===== config.mk =====
export PLATFORM = sky130hd
export DESIGN_NAME = rename_tag_allocator_flat
export DESIGN_NICKNAME = d
export VERILOG_FILES = /design/src/rtl/rename_tag_allocator_if.sv /design/src/rtl/rename_tag_allocator.sv /design/src/flat_wrapper.sv
export SDC_FILE = /design/constraint.sdc
export NUM_CORES = 1
export LEC_CHECK = 0
export ABC_CLOCK_PERIOD_IN_PS = 8200
export CORE_ASPECT_RATIO = 2
export CORE_MARGIN = 5
export CORE_UTILIZATION = 45
export DETAILED_ROUTE_END_ITERATION = 8
export HOLD_SLACK_MARGIN = 0.05
export SLEW_MARGIN = 40
export SYNTH_ARGS = -nofsm -noshare
export SYNTH_HDL_FRONTEND = slang
export SYNTH_SLANG_ARGS = --single-unit

===== constraint.sdc =====
create_clock -name clock -period 8.2 [get_ports clock]
set_input_delay 2.46 -clock clock [delete_from_list [all_inputs] [get_ports clock]]
set_output_delay 2.46 -clock clock [all_outputs]
set_load 0.1 [all_outputs]

===== src/rtl/rename_tag_allocator_if.sv =====
// rtl/rename_tag_allocator_if.sv - alloc/free/checkpoint bus of the rename tag free list
interface rename_tag_allocator_if #(
  parameter int RN_COUNT = 64
);
  localparam int TW = $clog2(RN_COUNT);

  logic [1:0]    alloc_req;
  logic          stall;
  logic [1:0]    alloc_valid;
  logic [TW-1:0] alloc_tag_0;
  logic [TW-1:0] alloc_tag_1;
  logic [1:0]    free_valid;
  logic [TW-1:0] free_tag_0;
  logic [TW-1:0] free_tag_1;
  logic          checkpoint;
  logic          flush;
  logic          ready;
  logic [TW:0]   free_count;
  logic          overflow;

  modport master (
    output alloc_req, free_valid, free_tag_0, free_tag_1, checkpoint, flush,
    input  stall, alloc_valid, alloc_tag_0, alloc_tag_1, ready, free_count, overflow
  );

  modport slave (
    input  alloc_req, free_valid, free_tag_0, free_tag_1, checkpoint, flush,
    output stall, alloc_valid, alloc_tag_0, alloc_tag_1, ready, free_count, overflow
  );
endinterface


===== src/rtl/rename_tag_allocator.sv =====
// rtl/rename_tag_allocator.sv - rename tag free list: dual pop/push circular FIFO with one branch checkpoint
module rename_tag_allocator #(
  parameter int XLEN     = 32,
  parameter int RN_COUNT = 64
) (
  input  logic                 clock,
  input  logic                 reset,
  rename_tag_allocator_if.slave bus
);
  localparam int TW    = $clog2(RN_COUNT);
  localparam int DEPTH = RN_COUNT - 1;
  localparam logic [TW-1:0] LAST_PTR = TW'(DEPTH - 1);
  localparam logic [TW-1:0] LAST_TAG = TW'(DEPTH);
  localparam logic [TW:0]   FULL     = (TW+1)'(DEPTH);

  if (XLEN < 1) begin : g_xlen_check
    $error("XLEN must be positive");
  end

  typedef enum logic {ST_INIT, ST_RUN} state_t;
  state_t state_q, state_d;
  logic   init_done;

  logic [TW-1:0] fifo [DEPTH];
  logic [TW-1:0] head_q, tail_q, ckpt_head_q, init_cnt_q;
  logic [TW:0]   count_q, since_ckpt_q;
  logic [1:0]    alloc_valid_q;
  logic [TW-1:0] tag0_q, tag1_q;
  logic          overflow_q;

  logic          run, do_alloc, flush_run, ck_take;
  logic [TW:0]   need, pop_n, base, freed, count_next, since_next;
  logic [TW-1:0] head_one, head_two, head_next, slot1_ptr, tail1_ptr, tail_next;
  logic          f0, f1, acc0, acc1, drop;

  // List length is not a power of two, so pointers wrap explicitly.
  function automatic logic [TW-1:0] ptr_inc(input logic [TW-1:0] p);
    return (p == LAST_PTR) ? '0 : p + 1'b1;
  endfunction

  always_ff @(posedge clock or negedge reset) begin
    if (!reset) state_q <= ST_INIT;
    else        state_q <= state_d;
  end

  always_comb begin
    state_d   = state_q;
    init_done = 1'b0;
    if (state_q == ST_INIT && init_cnt_q == LAST_TAG) begin
      state_d   = ST_RUN;
      init_done = 1'b1;
    end
  end

  always_comb begin
    run       = (state_q == ST_RUN);
    flush_run = run && bus.flush;
    ck_take   = run && bus.checkpoint && !bus.flush;
    need      = {{TW{1'b0}}, bus.alloc_req[0]} + {{TW{1'b0}}, bus.alloc_req[1]};
    // Availability uses the registered count only; same-cycle frees help next cycle.
    bus.stall = !run || (need > count_q);
    do_alloc  = run && !bus.stall && !bus.flush;
    pop_n     = do_alloc ? need : '0;

    head_one  = ptr_inc(head_q);
    head_two  = ptr_inc(head_one);
    slot1_ptr = bus.alloc_req[0] ? head_one : head_q;
    head_next = head_q;
    if (do_alloc) begin
      if (bus.alloc_req == 2'b11)      head_next = head_two;
      else if (bus.alloc_req != 2'b00) head_next = head_one;
    end

    // On flush the rewound entries are back in the list before frees are counted.
    base  = flush_run ? count_q + since_ckpt_q : count_q;
    f0    = run && bus.free_valid[0] && (bus.free_tag_0 != '0);
    f1    = run && bus.free_valid[1] && (bus.free_tag_1 != '0);
    acc0  = f0 && (base < FULL);
    acc1  = f1 && ((base + {{TW{1'b0}}, acc0}) < FULL);
    drop  = (f0 && !acc0) || (f1 && !acc1);
    freed = {{TW{1'b0}}, acc0} + {{TW{1'b0}}, acc1};

    tail1_ptr = acc0 ? ptr_inc(tail_q) : tail_q;
    tail_next = acc1 ? ptr_inc(tail1_ptr) : tail1_ptr;

    count_next = base - pop_n + freed;
    since_next = (flush_run || ck_take) ? '0 : since_ckpt_q + pop_n;
  end

  always_ff @(posedge clock or negedge reset) begin
    if (!reset) begin
      head_q        <= '0;
      tail_q        <= '0;
      ckpt_head_q   <= '0;
      count_q       <= '0;
      since_ckpt_q  <= '0;
      init_cnt_q    <= TW'(1);
      alloc_valid_q <= '0;
      tag0_q        <= '0;
      tag1_q        <= '0;
      overflow_q    <= 1'b0;
    end else if (state_q == ST_INIT) begin
      init_cnt_q <= init_cnt_q + 1'b1;
      if (init_done) begin
        count_q <= FULL;
        tail_q  <= '0;
      end
    end else begin
      head_q        <= flush_run ? ckpt_head_q : head_next;
      tail_q        <= tail_next;
      count_q       <= count_next;
      since_ckpt_q  <= since_next;
      alloc_valid_q <= do_alloc ? bus.alloc_req : 2'b00;
      if (ck_take) ckpt_head_q <= head_next;
      if (do_alloc && bus.alloc_req[0]) tag0_q <= fifo[head_q];
      if (do_alloc && bus.alloc_req[1]) tag1_q <= fifo[slot1_ptr];
      if (drop) overflow_q <= 1'b1;
    end
  end

  // Popped entries are never erased, so rewinding head restores them.
  always_ff @(posedge clock) begin
    if (state_q == ST_INIT) begin
      fifo[init_cnt_q - 1'b1] <= init_cnt_q;
    end else begin
      if (acc0) fifo[tail_q]    <= bus.free_tag_0;
      if (acc1) fifo[tail1_ptr] <= bus.free_tag_1;
    end
  end

  assign bus.alloc_valid = alloc_valid_q;
  assign bus.alloc_tag_0 = tag0_q;
  assign bus.alloc_tag_1 = tag1_q;
  assign bus.ready       = run;
  assign bus.free_count  = count_q;
  assign bus.overflow    = overflow_q;
endmodule


===== src/flat_wrapper.sv =====
// flat-port wrapper written by rule: the top's interface ports become plain ports
module rename_tag_allocator_flat 
#(
  parameter int XLEN     = 32,
  parameter int RN_COUNT = 64
)
  (clock, reset, bus_alloc_req, bus_free_valid, bus_free_tag_0, bus_free_tag_1, bus_checkpoint, bus_flush, bus_stall, bus_alloc_valid, bus_alloc_tag_0, bus_alloc_tag_1, bus_ready, bus_free_count, bus_overflow);
  rename_tag_allocator_if #(.RN_COUNT(RN_COUNT)) bus_i ();
  input  logic clock;
  input  logic reset;
  input wire logic [$bits(bus_i.alloc_req)-1:0] bus_alloc_req;
  input wire logic [$bits(bus_i.free_valid)-1:0] bus_free_valid;
  input wire logic [$bits(bus_i.free_tag_0)-1:0] bus_free_tag_0;
  input wire logic [$bits(bus_i.free_tag_1)-1:0] bus_free_tag_1;
  input wire logic [$bits(bus_i.checkpoint)-1:0] bus_checkpoint;
  input wire logic [$bits(bus_i.flush)-1:0] bus_flush;
  output wire logic [$bits(bus_i.stall)-1:0] bus_stall;
  output wire logic [$bits(bus_i.alloc_valid)-1:0] bus_alloc_valid;
  output wire logic [$bits(bus_i.alloc_tag_0)-1:0] bus_alloc_tag_0;
  output wire logic [$bits(bus_i.alloc_tag_1)-1:0] bus_alloc_tag_1;
  output wire logic [$bits(bus_i.ready)-1:0] bus_ready;
  output wire logic [$bits(bus_i.free_count)-1:0] bus_free_count;
  output wire logic [$bits(bus_i.overflow)-1:0] bus_overflow;
  assign bus_i.alloc_req = bus_alloc_req;
  assign bus_i.free_valid = bus_free_valid;
  assign bus_i.free_tag_0 = bus_free_tag_0;
  assign bus_i.free_tag_1 = bus_free_tag_1;
  assign bus_i.checkpoint = bus_checkpoint;
  assign bus_i.flush = bus_flush;
  assign bus_stall = bus_i.stall;
  assign bus_alloc_valid = bus_i.alloc_valid;
  assign bus_alloc_tag_0 = bus_i.alloc_tag_0;
  assign bus_alloc_tag_1 = bus_i.alloc_tag_1;
  assign bus_ready = bus_i.ready;
  assign bus_free_count = bus_i.free_count;
  assign bus_overflow = bus_i.overflow;
  rename_tag_allocator #(.XLEN(XLEN), .RN_COUNT(RN_COUNT)) u_core (.clock(clock), .reset(reset), .bus(bus_i));
endmodule

==> reports/metrics.csv <==
metric,value,unit
fill_cells,5543,
synth_ff_type,edfxtp_1,
cts_inserted_buffers,42,
ff2ff_path_depth,30,
ir_drop,0.0001317,V
drcViolationCount,0,
place_congestion,0.9963,
setup_viol,0,
path_class,in2reg,
p_comb_share,4.2,%
grt_antenna_before_repair,2,
htreeDepth,2,
yosys.area.top_type,edfxtp_1,
drive_gt1_share,33.28,%
slowest_delay,640,ps
worstPathArrival,8170,ps
hold_buffers,0,
slew_viol_final,0,
ys_warn_count,0,
place_inst,3138,
die_y,365.3,um
holdPathStages,2,
power_leakage,10.67,nW
cts_tree,done,
swShare,23.20,%
port_buffers,43,
clockBufferDepth,3,
core,0.06279,mm^2
synth.area.top_cells,"edfxtp_1, mux2_2, mux4_2",
start_util,45.25,%
period_needed,7709,ps
hold_end,u_core.ckpt_head_q[5]$_DFFE_PN0P_,
cts_setup_buffers,0,
power_switching,0.001049,W
synth_nets,2483,
synth.avg_cell_area,11.73,um^2
outcome,finished clean,
drt_iter0_markers,2344,
rr_endpoint,u_core.bus.free_count[6]$_DFFE_PN0P_,
rsz0062_at_grt,false,
placed_cell_area,0.02980,mm^2
ys_types,88,
critPathLaunchType,input pin,
pwr-share-clk,43.6,%
antenna_left,0,
regToRegSetupSlack,1670,ps
wirelength,105800,um
synth_area,0.02841,mm^2
slowest_stage,clkdlybuf4s50_1,
ctsRootBufferMaster,clkbuf_16,
clkLatencyLatePin,600,ps
async_reset_ff_share,12.50,%
wire_per_inst,32.91,um
chipWidth,187.7,um
ys_ff_latch,432,
reg2reg_from,u_core.bus.free_count[0]$_DFFE_PN0P_,
hold_viol_final,0,
ys_seq_area_share,44.72,%
crit_path_frequent_cell,nor2_1,
dp_hpwl,73530,um
fmax,0.1297,GHz
first_pass_iters,6,
seq_power_share,52.1,%
syn_inst,2422,
endpoint_kind,flop,
total_power,0.004520,W
synth_top_area_share,39.96,%
overflow,0,
cts_sinks,432,
fin_area,0.03114,mm^2
fin_nets,2451,
tightest_slew,935.9,ps
grt_pass1_vias,21930,
crit_required,8670,ps
cts_resized,0,
p_per_area,145.2,mW/mm^2
crit_fanout,9,
clock_skew,35.69,ps
syn2layout_area_growth,9.628,%
period_share,94.01,%
synth-edff-count,378,
pin_count,44,
cap_viol_max_count,0,
grt_util_all_layers,30.15,%
grt_max_degree,77,
vias,21700,
dieArea,0.06856,mm^2
hold_class,reg2reg,
instances_no_fill,3215,
vias_per_cell,6.749,
num_rows,130,
hold_path_startpoint,u_core.ckpt_head_q[5]$_DFFE_PN0P_,
clk_pin_slew,70,ps
grt_pass1_wl,152400,um
p_int,0.003472,W
fin_util,49.60,%
slew-limit-headroom,37.61,%
==> layer usage <==
| layer | wire length (um) | global-route usage, % | up-vias |
|---|---|---|---|
| li1 | - | - | 9143 |
| met1 | 33710 | 31.61 | 10860 |
| met2 | 53740 | 53.65 | 1307 |
| met3 | 7938 | 4.576 | 392 |
| met4 | 10410 | 24.01 | 0 |
| met5 | 0 | 0 | - |
==> logic make-up after synthesis <==
logic type,after synthesis,synth area share (%)
adders and majority gates,41,1.912
xor gates and xnor gates,36,1.158
muxes,567,27.62
DFF,432,44.72
buffers and inverters,283,4.136
and+or+nand+nor,692,11.52
AOI/OAI and AO/OA,371,8.933
==> cell type report <==
class,count,area (um^2),share of cell area [%]
clock buffers,51,1116,3.584
clock inverters,22,195.2,0.6268
well taps,792,991.0,3.182
flip-flops and latches,432,12710,40.83
multi-input cells,1707,14690,47.16
repair buffers,165,1267,4.070
diodes,4,10.01,0.03214
inverters,42,162.7,0.5223
==> cells in the final DEF (no fill, tap or decap), types with 8 or more instances in the layout <==
cell | synthesis | final
nor3_1 | 21 | 21
o21bai_1 | 37 | 37
a211oi_1 | 8 | 8
nor2_1 | 96 | 93
o21ai_0 | 86 | 72
o221ai_1 | 9 | 9
ha_1 | 37 | 35
inv_1 | 39 | 39
o21ai_1 | 4 | 15
a31oi_1 | 46 | 46
clkdlybuf4s50_1 | 0 | 12
o22ai_1 | 12 | 12
mux2_2 | 387 | 387
buf_4 | 16 | 108
a311oi_1 | 9 | 9
nand3_1 | 92 | 92
xor2_1 | 11 | 11
nand2_1 | 320 | 316
clkbuf_16 | 0 | 43
or3_1 | 11 | 11
and2_1 | 44 | 42
and3_1 | 18 | 18
a21o_1 | 12 | 11
edfxtp_1 | 378 | 378
nand2_2 | 9 | 9
nor4_1 | 8 | 8
a22oi_1 | 12 | 12
clkinv_2 | 0 | 10
o211ai_1 | 10 | 10
a41oi_1 | 8 | 8
a21oi_1 | 54 | 52
xnor2_1 | 24 | 24
mux4_2 | 134 | 134
dfrtp_1 | 53 | 48
buf_2 | 36 | 32
buf_6 | 1 | 9
mux2i_1 | 41 | 41
nand4_1 | 25 | 25
==> critical path, delay by kind of cell <==
family | cells | cell delay, ps
simple gates | 17 | 2620
fa+ha+maj | 6 | 1600
xor+xnor | 1 | 120
compound gates | 2 | 370
buf+inv | 4 | 980
==> power by group through the flow <==
stage	Combinational [W]	Sequential, W	Clock [W]
3_5_place_dp	0.000186	0.00240	0
6_report	0.000192	0.00236	0.00197
2_1_floorplan	0.000103	0.00240	0
4_1_cts	0.000187	0.00236	0.00198
3_3_place_gp	0.000185	0.00240	0
5_1_grt	0.000200	0.00236	0.00207
==> how the worst max path moves through the flow <==
| stage | endpoint | slack, ps | depth (start not counted) | from |
|---|---|---|---|---|
| after floorplan | u_core.bus.free_count[6]$_DFFE_PN0P_ | 20 | 31 | bus_flush |
| after global placement | u_core.bus.free_count[6]$_DFFE_PN0P_ | -60 | 29 | bus_flush |
| after detailed placement | u_core.bus.free_count[6]$_DFFE_PN0P_ | -60 | 30 | bus_flush |
| after CTS | u_core.bus.free_count[6]$_DFFE_PN0P_ | 510 | 30 | bus_flush |
| after global routing | u_core.bus.free_count[6]$_DFFE_PN0P_ | 220 | 29 | bus_flush |
| final | u_core.bus.free_count[6]$_DFFE_PN0P_ | 490 | 30 | bus_flush |
==> flip-flops by register name (all words and copies together), names as in the netlist, 2 cells and up <==
register / flops
u_core.bus.alloc_tag_1: 6
u_core.init_cnt_q: 6
u_core.bus.alloc_tag_0: 6
u_core.since_ckpt_q: 7
u_core.fifo: 378
u_core.bus.free_count: 7
u_core.bus.alloc_valid: 2
u_core.head_q: 6
u_core.ckpt_head_q: 6
u_core.tail_q: 6
==> stage by stage <==
step	TNS [ps]	setup slack [ps]	hold slack [ps]
finish	0	491.1	482.4
detailed placement	-62.30	-62.30	471.3
global route	0	216.7	525.4
global placement	-57.23	-57.23	463.0
CTS	0	506.9	485.0
floorplan	0	23.67	450.2
==> cell usage after synthesis, types with 6 or more instances <==
| cell | instances |
|---|---|
| nand4_1 | 25 |
| clkbuf_1 | 160 |
| a41oi_1 | 8 |
| mux2i_1 | 41 |
| o211ai_1 | 10 |
| o22ai_1 | 12 |
| o21bai_1 | 37 |
| mux4_2 | 134 |
| or4_1 | 7 |
| nand2_1 | 320 |
| a22oi_1 | 12 |
| edfxtp_1 | 378 |
| or3_1 | 11 |
| o21ai_0 | 86 |
| o2111ai_1 | 7 |
| buf_1 | 28 |
| nor3b_1 | 6 |
| xor2_1 | 11 |
| a21oi_1 | 54 |
| a311oi_1 | 9 |
| ha_1 | 37 |
| mux2_2 | 387 |
| a31oi_1 | 46 |
| o221ai_1 | 9 |
| dfrtp_1 | 53 |
| o21a_1 | 8 |
| inv_1 | 39 |
| a211oi_1 | 8 |
| a21o_1 | 12 |
| buf_4 | 16 |
| xnor2_1 | 24 |
| and2_1 | 44 |
| and3_1 | 18 |
| nor3_1 | 21 |
| nand3_1 | 92 |
| nor4_1 | 8 |
| nor2_1 | 96 |
| buf_2 | 36 |
| nand2_2 | 9 |
Note: power is estimated with default switching activity, not from simulation.
